===== config.mk =====
export PLATFORM = sky130hd
export DESIGN_NAME = logic_unit_sched
export DESIGN_NICKNAME = d
export VERILOG_FILES = /design/src/rtl/logic_unit_pkg.sv /design/src/rtl/rr_arb2.sv /design/src/rtl/logic_unit_sched.sv
export SDC_FILE = /design/constraint.sdc
export NUM_CORES = 1
export LEC_CHECK = 0
export CAP_MARGIN = 10
export CORE_MARGIN = 10
export CORE_UTILIZATION = 30
export CTS_CLUSTER_SIZE = 12
export DETAILED_ROUTE_END_ITERATION = 6
export SLEW_MARGIN = 20
export SYNTH_ARGS = -nofsm -noshare
export SYNTH_HDL_FRONTEND = slang
export SYNTH_SLANG_ARGS = --single-unit
export TNS_END_PERCENT = 20

===== constraint.sdc =====
create_clock -name clk -period 2 [get_ports clk]
set_input_delay 0.4 -clock clk [delete_from_list [all_inputs] [get_ports clk]]
set_output_delay 0.4 -clock clk [all_outputs]
set_load 0.05 [all_outputs]

===== src/rtl/logic_unit_pkg.sv =====
// ---------------------------------------------------------------------------
// logic_unit_pkg
//   Shared definitions for the logic-unit scheduler: the logic unit's
//   operation codes and the scheduler FSM state encodings.
// ---------------------------------------------------------------------------
package logic_unit_pkg;

   // Select codes understood by the shared combinational logic unit
   typedef enum logic [1:0] {
      OP_AND = 2'b00,
      OP_OR  = 2'b01,
      OP_XOR = 2'b10,
      OP_NOT = 2'b11
   } lu_op_e;

   // Scheduler FSM; 2'b11 is unused and recovers to ST_IDLE
   typedef enum logic [1:0] {
      ST_IDLE  = 2'b00,
      ST_ISSUE = 2'b01,
      ST_RESP  = 2'b10
   } sched_state_e;

   // Response owner tags
   localparam logic OWNER_A = 1'b0;
   localparam logic OWNER_B = 1'b1;

endpackage


===== src/rtl/rr_arb2.sv =====
// ---------------------------------------------------------------------------
// rr_arb2
//   Two-input round-robin arbiter with a one-hot grant.
//   Ports:
//     clk, rst  clock / async active-high reset (reset favours req[0])
//     req       request vector, bit 0 = A, bit 1 = B
//     advance   pulse when the served request completes
//     served    index of the request that was served (sampled on advance)
//     gnt       one-hot grant, combinational from req and priority
// ---------------------------------------------------------------------------
module rr_arb2 (
   input  logic       clk,
   input  logic       rst,
   input  logic [1:0] req,
   input  logic       advance,
   input  logic       served,
   output logic [1:0] gnt
);

   // prio_q = 0 favours req[0], 1 favours req[1]
   logic prio_q;
   logic prio_d;

   always_ff @(posedge clk or posedge rst) begin
      if (rst) begin
         prio_q <= 1'b0;
      end else begin
         prio_q <= prio_d;
      end
   end

   // Favour whichever requester was not just served
   always_comb begin
      prio_d = prio_q;
      if (advance) begin
         prio_d = ~served;
      end
   end

   // Contention resolved by priority; a lone request passes straight through
   always_comb begin
      gnt = req;
      if (req == 2'b11) begin
         gnt = prio_q ? 2'b10 : 2'b01;
      end
   end

endmodule


===== src/rtl/logic_unit_sched.sv =====
// ---------------------------------------------------------------------------
// logic_unit_sched
//   Shares one combinational logic unit between requesters A and B.
//   Ports:
//     clk, rst                      clock / async active-high reset
//     a_valid/a_ready/a_x/a_y/a_op  requester A op port (ready pulses on grant)
//     b_valid/b_ready/b_x/b_y/b_op  requester B op port
//     lu_x, lu_y, lu_sel            registered inputs to the logic unit
//     lu_out                        logic unit result (combinational)
//     rsp_valid/rsp_ready           response handshake
//     rsp_data, rsp_owner           captured result and its owner (0=A, 1=B)
//     ops_done                      completed-response counter (wraps)
// ---------------------------------------------------------------------------
module logic_unit_sched
   import logic_unit_pkg::*;
#(
   parameter int DATA_W = 4,
   parameter int CNT_W  = 8
) (
   input  logic                clk,
   input  logic                rst,
   input  logic                a_valid,
   output logic                a_ready,
   input  logic [DATA_W-1:0]   a_x,
   input  logic [DATA_W-1:0]   a_y,
   input  logic [1:0]          a_op,
   input  logic                b_valid,
   output logic                b_ready,
   input  logic [DATA_W-1:0]   b_x,
   input  logic [DATA_W-1:0]   b_y,
   input  logic [1:0]          b_op,
   output logic [DATA_W-1:0]   lu_x,
   output logic [DATA_W-1:0]   lu_y,
   output logic [1:0]          lu_sel,
   input  logic [2*DATA_W-1:0] lu_out,
   output logic                rsp_valid,
   input  logic                rsp_ready,
   output logic [2*DATA_W-1:0] rsp_data,
   output logic                rsp_owner,
   output logic [CNT_W-1:0]    ops_done
);

   sched_state_e        state_q, state_d;
   logic [DATA_W-1:0]   lu_x_q, lu_y_q;
   logic [1:0]          lu_sel_q;
   logic                owner_q;
   logic [2*DATA_W-1:0] rsp_data_q;
   logic [CNT_W-1:0]    cnt_q;

   logic [1:0] req;
   logic [1:0] gnt;
   logic       grant_any;
   logic       handshake;

   // Requests are only presented to the arbiter in IDLE, so readys are 0 elsewhere
   assign req       = (state_q == ST_IDLE) ? {b_valid, a_valid} : 2'b00;
   assign grant_any = |gnt;
   assign handshake = (state_q == ST_RESP) && rsp_ready;

   rr_arb2 u_arb (
      .clk     (clk),
      .rst     (rst),
      .req     (req),
      .advance (handshake),
      .served  (owner_q),
      .gnt     (gnt)
   );

   // State register
   always_ff @(posedge clk or posedge rst) begin
      if (rst) begin
         state_q <= ST_IDLE;
      end else begin
         state_q <= state_d;
      end
   end

   // Next-state logic
   always_comb begin
      state_d = state_q;
      case (state_q)
         ST_IDLE:  if (grant_any) state_d = ST_ISSUE;
         ST_ISSUE: state_d = ST_RESP;
         ST_RESP:  if (rsp_ready) state_d = ST_IDLE;
         default:  state_d = ST_IDLE;
      endcase
   end

   // Output logic
   always_comb begin
      a_ready   = gnt[0];
      b_ready   = gnt[1];
      rsp_valid = (state_q == ST_RESP);
   end

   // Operand, result and counter registers
   always_ff @(posedge clk or posedge rst) begin
      if (rst) begin
         lu_x_q     <= '0;
         lu_y_q     <= '0;
         lu_sel_q   <= '0;
         owner_q    <= OWNER_A;
         rsp_data_q <= '0;
         cnt_q      <= '0;
      end else begin
         if (grant_any) begin
            lu_x_q   <= gnt[1] ? b_x  : a_x;
            lu_y_q   <= gnt[1] ? b_y  : a_y;
            lu_sel_q <= gnt[1] ? b_op : a_op;
            owner_q  <= gnt[1];
         end
         // lu_* have been stable for a full cycle by the end of ISSUE
         if (state_q == ST_ISSUE) begin
            rsp_data_q <= lu_out;
         end
         if (handshake) begin
            cnt_q <= cnt_q + CNT_W'(1);
         end
      end
   end

   assign lu_x      = lu_x_q;
   assign lu_y      = lu_y_q;
   assign lu_sel    = lu_sel_q;
   assign rsp_data  = rsp_data_q;
   assign rsp_owner = owner_q;
   assign ops_done  = cnt_q;

endmodule


## Word level (Yosys, flattened, before mapping)

Index checks and enable logic that the tools add are counted.

| storage, ports and cells | value |
|---|---|
| register bits | 30 |
| input port bits | 33 |
| output and inout bits | 30 |

| operators by class | value |
|---|---|
| add/sub/neg operators | 1 |
| equal/unequal tests | 5 |
| mux-type cells | 9 |
| bitwise logic cells | 1 |
| reduce and logical (&&, ||, !) cells | 4 |

Operator list:

| operator | number |
|---|---|
| 2-bit two-way mux | 6 |
| 8-bit by 1-bit adder with 8-bit output, second input constant | 1 |
| 4-bit two-way mux | 2 |
| 2-bit one-hot mux with 3 select lines | 1 |
| 2-bit equality test, second input constant | 2 |
| 2-bit by 1-bit equality test with 1-bit output, second input constant | 1 |
| 2-bit zero test | 1 |
| 2-bit by 1-bit != test with 1-bit output, second input constant | 1 |
| 2-bit != test, second input constant | 1 |
| 2-bit AND reduction | 1 |
| 2-bit OR reduction | 1 |
| 1-bit logical AND | 1 |
| 1-bit inverter | 1 |

## Longest topological paths before layout

| depth | value |
|---|---|
| depth in word-level cells | 7 |
| gate-level depth with buffers | 4 |
| depth with buffers taken out | 4 |

## Cells and area by module

A second synthesis with hierarchy kept.

| second synthesis, totals | value |
|---|---|
| cell total of the unflattened synthesis | 108 |
| area, all modules | 1297.5 um2 |

Modules (own cells, without submodules):

| module | times used | cells an instance | area an instance (um2) | sequential area each (um2) |
|---|---|---|---|---|
| logic_unit_sched | 1 | 101 | 1241.2 | 725.7 |
| rr_arb2 | 1 | 7 | 56.3 | 25.0 |

## Worst setup path before layout

OpenSTA, ideal clock, no wires.

| path | value |
|---|---|
| path kind | register to output |
| start point | register state_q[1] |
| end point | output a_ready |
| arrival | 1.218 ns |
| path slack | 0.382 ns |
| cell stages (with the launch flop) | 4 |
| buffers on the path | 1 |
| path through | dfrtp_1 > nor2_2 > buf_2 > and3_1 |

| between the ends | value |
|---|---|
| word-level cells in the longest chain between the ends | 4 |

RTL lines:

| what | line | text |
|---|---|---|
| start, declared | logic_unit_sched.sv:43 | `sched_state_e state_q, state_d;` |
| start signal, assigned | logic_unit_sched.sv:74 | `state_q <= state_d;` |
| 2-bit zero test * | logic_unit_sched.sv:56 | `assign req = (state_q == ST_IDLE) ? {b_valid, a_valid} : 2'b00;` |
| 2-bit two-way mux * | logic_unit_sched.sv:56 |  |
| 2-bit equality test | rr_arb2.sv:43 | `if (req == 2'b11) begin` |
| 2-bit two-way mux * | rr_arb2.sv:43 |  |
| end, declared | logic_unit_sched.sv:23 | `output logic a_ready,` |

Mark *: on every way between the ends. The rest lies on a longest branch, timed or not.

## Worst setup path after layout

| path | value |
|---|---|
| start point | register cnt_q[5], in the netlist ops_done[5] |
| end point | output ops_done[5] |

RTL lines:

| what | line | text |
|---|---|---|
| start, declared | logic_unit_sched.sv:48 | `logic [CNT_W-1:0] cnt_q;` |
| start signal, assigned | logic_unit_sched.sv:117 | `cnt_q <= cnt_q + CNT_W'(1);` |
| end, declared | logic_unit_sched.sv:40 | `output logic [CNT_W-1:0] ops_done` |

No word-level cell between the ends.

==> summary.md <==
| Metric | Value |
|---|---|
| Via density | `4.81` |
| Power Density | `1810 nW/µm²` |
| Share of the synthesized area in the top cell type | `55.1%` |
| Crit Path Category | `reg2out` |
| Slowest stage delay, CP | `830 ps` |
| Main combinational cell family by area after synthesis | `simple AND/OR/NAND/NOR gates` |
| Postcts setup bufs | `0` |
| Synth Area in Simple Gates | `14.0%` |
| Ys Warns | `0` |
| Clk sink count | `30` |
| RSZ-0062 raised after global routing | `false` |
| Share of layout cells above drive strength 1 | `17.8%` |
| Finished Layout Cells | `243` |
| Register area share after synthesis | `55.1%` |
| Hold buffer count at CTS | `0` |
| Mapped Area | `1360 µm²` |
| First-pass GRT wire length | `6420 µm` |
| Syn nets | `156` |
| Final setup TNS | `0 ps` |
| Die Ht | `87.4 µm` |
| CTS Root Cell | `clkbuf_8` |
| Mux cell area share after synthesis | `7.44%` |
| Worst VDD drop | `748 µV` |
| Worst setup EP type | `output port` |
| Area of the multi-input gates | `526 µm²` |
| Total Power | `3.95 mW` |
| Number of fill cells | `385` |
| Worst path bufs/invs | `1` |
| WL/cell | `16.0 µm` |
| Post-Synth Adder-Cell Area | `0.918%` |
| Number of cell rows | `24` |
| Xor/xnor cell area share of the yosys netlist | `4.50%` |
| Largest area contributor in the netlist | `dfrtp_1` |
| MaxCap Viol Count | `0` |
| Pre-antenna DRT Iters | `4` |
| Leak | `0.967 nW` |
| Depth of the CTS H-tree | `2` |
| Vias in the first global route | `1268` |
| Layout Skew | `3.20 ps` |
| Slowest cell on the critical path | `clkdlybuf4s50_1` |
| Nets@finish | `224` |
| Reg area | `751 µm²` |
| Iteration-0 DRC Markers | `39` |
| Pins over their slew limit | `0` |
| Finished Core Util | `49.8%` |
| CTS tree | `done` |
| Compound-cell area share of the yosys netlist | `11.8%` |
| Reg2reg start | `state_q[1]` |
| Unique masters post-synth | `27` |
| Largest net degree at the start of global routing | `31` |
| Routed Antenna Nets | `0` |
| Syn Inst Count | `122` |
| Final Hold Fails | `0` |
| Initial antenna violation count | `0` |
| CTS Buf Count | `5` |
| FMAX | `524 MHz` |
| PostCTS Resize Cnt | `0` |
| Worst path cell trace | `clkdlybuf4s50_1` |
| Final WL | `3880 µm` |
| Syn_area_per_cell | `11.2 µm²` |
| Synth area leaders | `dfrtp_1, mux2_2, o311ai_1` |
| Hold Crit Start | `ops_done[7]` |
| Full die area | `7640 µm²` |
| Gpl congestion | `0.844` |
| Die Width | `87.4 µm` |
| CP arrival | `1510 ps` |
| Period utilisation layout | `95.5%` |
| Antenna cells | `0` |
| Clock tree buffer depth | `2` |
| Tot GR Track Use | `10.7%` |
| CP top delay family | `buffers and inverters` |
| Worst Hold Class | `reg2reg` |
| Post-Place Cells | `235` |
| Clk Latency, worst-skew pair | `280 ps` |
| Worst Max-Slew Pin Slew | `529 ps` |
| Crit path from | `ops_done[5]` |
| Layout Area Growth over Synthesis | `60.2%` |
| Reg clk slew, reported paths | `60 ps` |
| Final setup vio count | `0` |
| Ports | `63` |
| Via Count | `1170` |
| Number of port buffers | `62` |
| #FFs+latches synth | `30` |
| Tmin final | `1910 ps` |
| HPWL Detailed | `3110 µm` |
| Slew HR | `64.6%` |
| Outcome | `complete, no violations` |
| CP Launch Type | `register` |
| Crit-path max FO | `4` |
| DRC | `0` |
| CP required | `1600 ps` |
| Core region area | `4380 µm²` |
| Global route overflow | `0` |
| Initial Utilization | `31.1%` |
cell type report:
type / instances / area share, %
Sequential cell: 30 / 34.4
Timing Repair Buffer: 68 / 31.3
Multi-Input combinational cell: 72 / 24.1
Clock buffer: 8 / 5.04
Tap cell: 52 / 2.98
Inverter: 13 / 2.23
Yosys cell counts, drive strengths merged:
cell type and number:
nand2 3, a21o 1, and4b 1, clkbuf 3
o21ai 13, mux2 9, or2 1, xor2 4
nand3 3, nor2 3, buf 4, o311ai 10
nor3 2, inv 13, ha 1, nand4 11
or2b 1, nand2b 2, and3 3, xnor2 3
dfrtp 30, nand3b 1
through the flow:
step / instance area, µm² / hold slack (ps) / setup slack (ps)
floorplan: 1360 / 463 / 382
global placement: 2070 / 457 / 210
detailed placement: 2070 / 471 / 172
CTS: 2180 / 479 / 78.2
global route: 2180 / 493 / 37.8
finish: 2180 / 470 / 90.8
state kept, by name, indices dropped and copies added (netlist names):
register,cells
rsp_owner,1
state_q,2
lu_sel,2
ops_done,8
u_arb.prio_q,1
rsp_data,8
lu_x,4
lu_y,4
layer usage:
| metal | wire length (µm) | share of wire, % | GRT usage, % | vias up |
|---|---|---|---|---|
| met3 | 495 | 13 | 7.21 | 6 |
| met1 | 1620 | 42 | 11.3 | 536 |
| li1 | - | - | - | 571 |
| met2 | 1710 | 44 | 16.3 | 57 |
| met4 | 55 | 1.4 | 4.35 | 0 |
| met5 | 0 | 0 | 0 | - |
power by group:
group	leakage (nW)	switching (mW)	internal (mW)	total [mW]
registers	0.367	0.201	0.886	1.09
logic	0.543	1.45	0.855	2.30
clock network	0.0575	0.215	0.347	0.562
total	0.967	1.87	2.09	3.95
placed cells by master, fill, tap and decap left out, types with 2 or more instances in the layout:
cell | Yosys | final
nand3_1 | 3 | 3
and3_1 | 2 | 2
nand2b_1 | 2 | 2
xor2_1 | 4 | 4
xnor2_1 | 3 | 3
o311ai_1 | 8 | 8
nor2_1 | 2 | 2
clkdlybuf4s50_1 | 0 | 54
clkbuf_8 | 0 | 8
o311ai_0 | 2 | 2
inv_1 | 13 | 13
nand4_1 | 11 | 11
nand2_1 | 3 | 3
buf_12 | 0 | 3
o21ai_0 | 12 | 12
nor3_1 | 2 | 2
mux2_2 | 9 | 9
buf_4 | 0 | 11
dfrtp_1 | 30 | 30
logic make-up (layout without fill, tap and decap cells):
group           after synthesis  in the layout
xor+xnor                      7              7
simple gates                 31             31
flops                        30             30
buf+inv                      20             89
compound gates               24             24
fa+ha+maj                     1              1
mux                           9              9
worst paths after layout:
path,endpoint,slack [ps],cells past startpoint
hold / removal,ops_done[7],470,1
max in group asynchronous,lu_y[0],1220,3
hold reg to reg,ops_done[7],470,1
min in group asynchronous,rsp_data[2],510,3
setup / recovery,ops_done[5],90,1
setup reg to reg,lu_x[2],670,4
No activity file was read; power rests on OpenSTA's default activity.
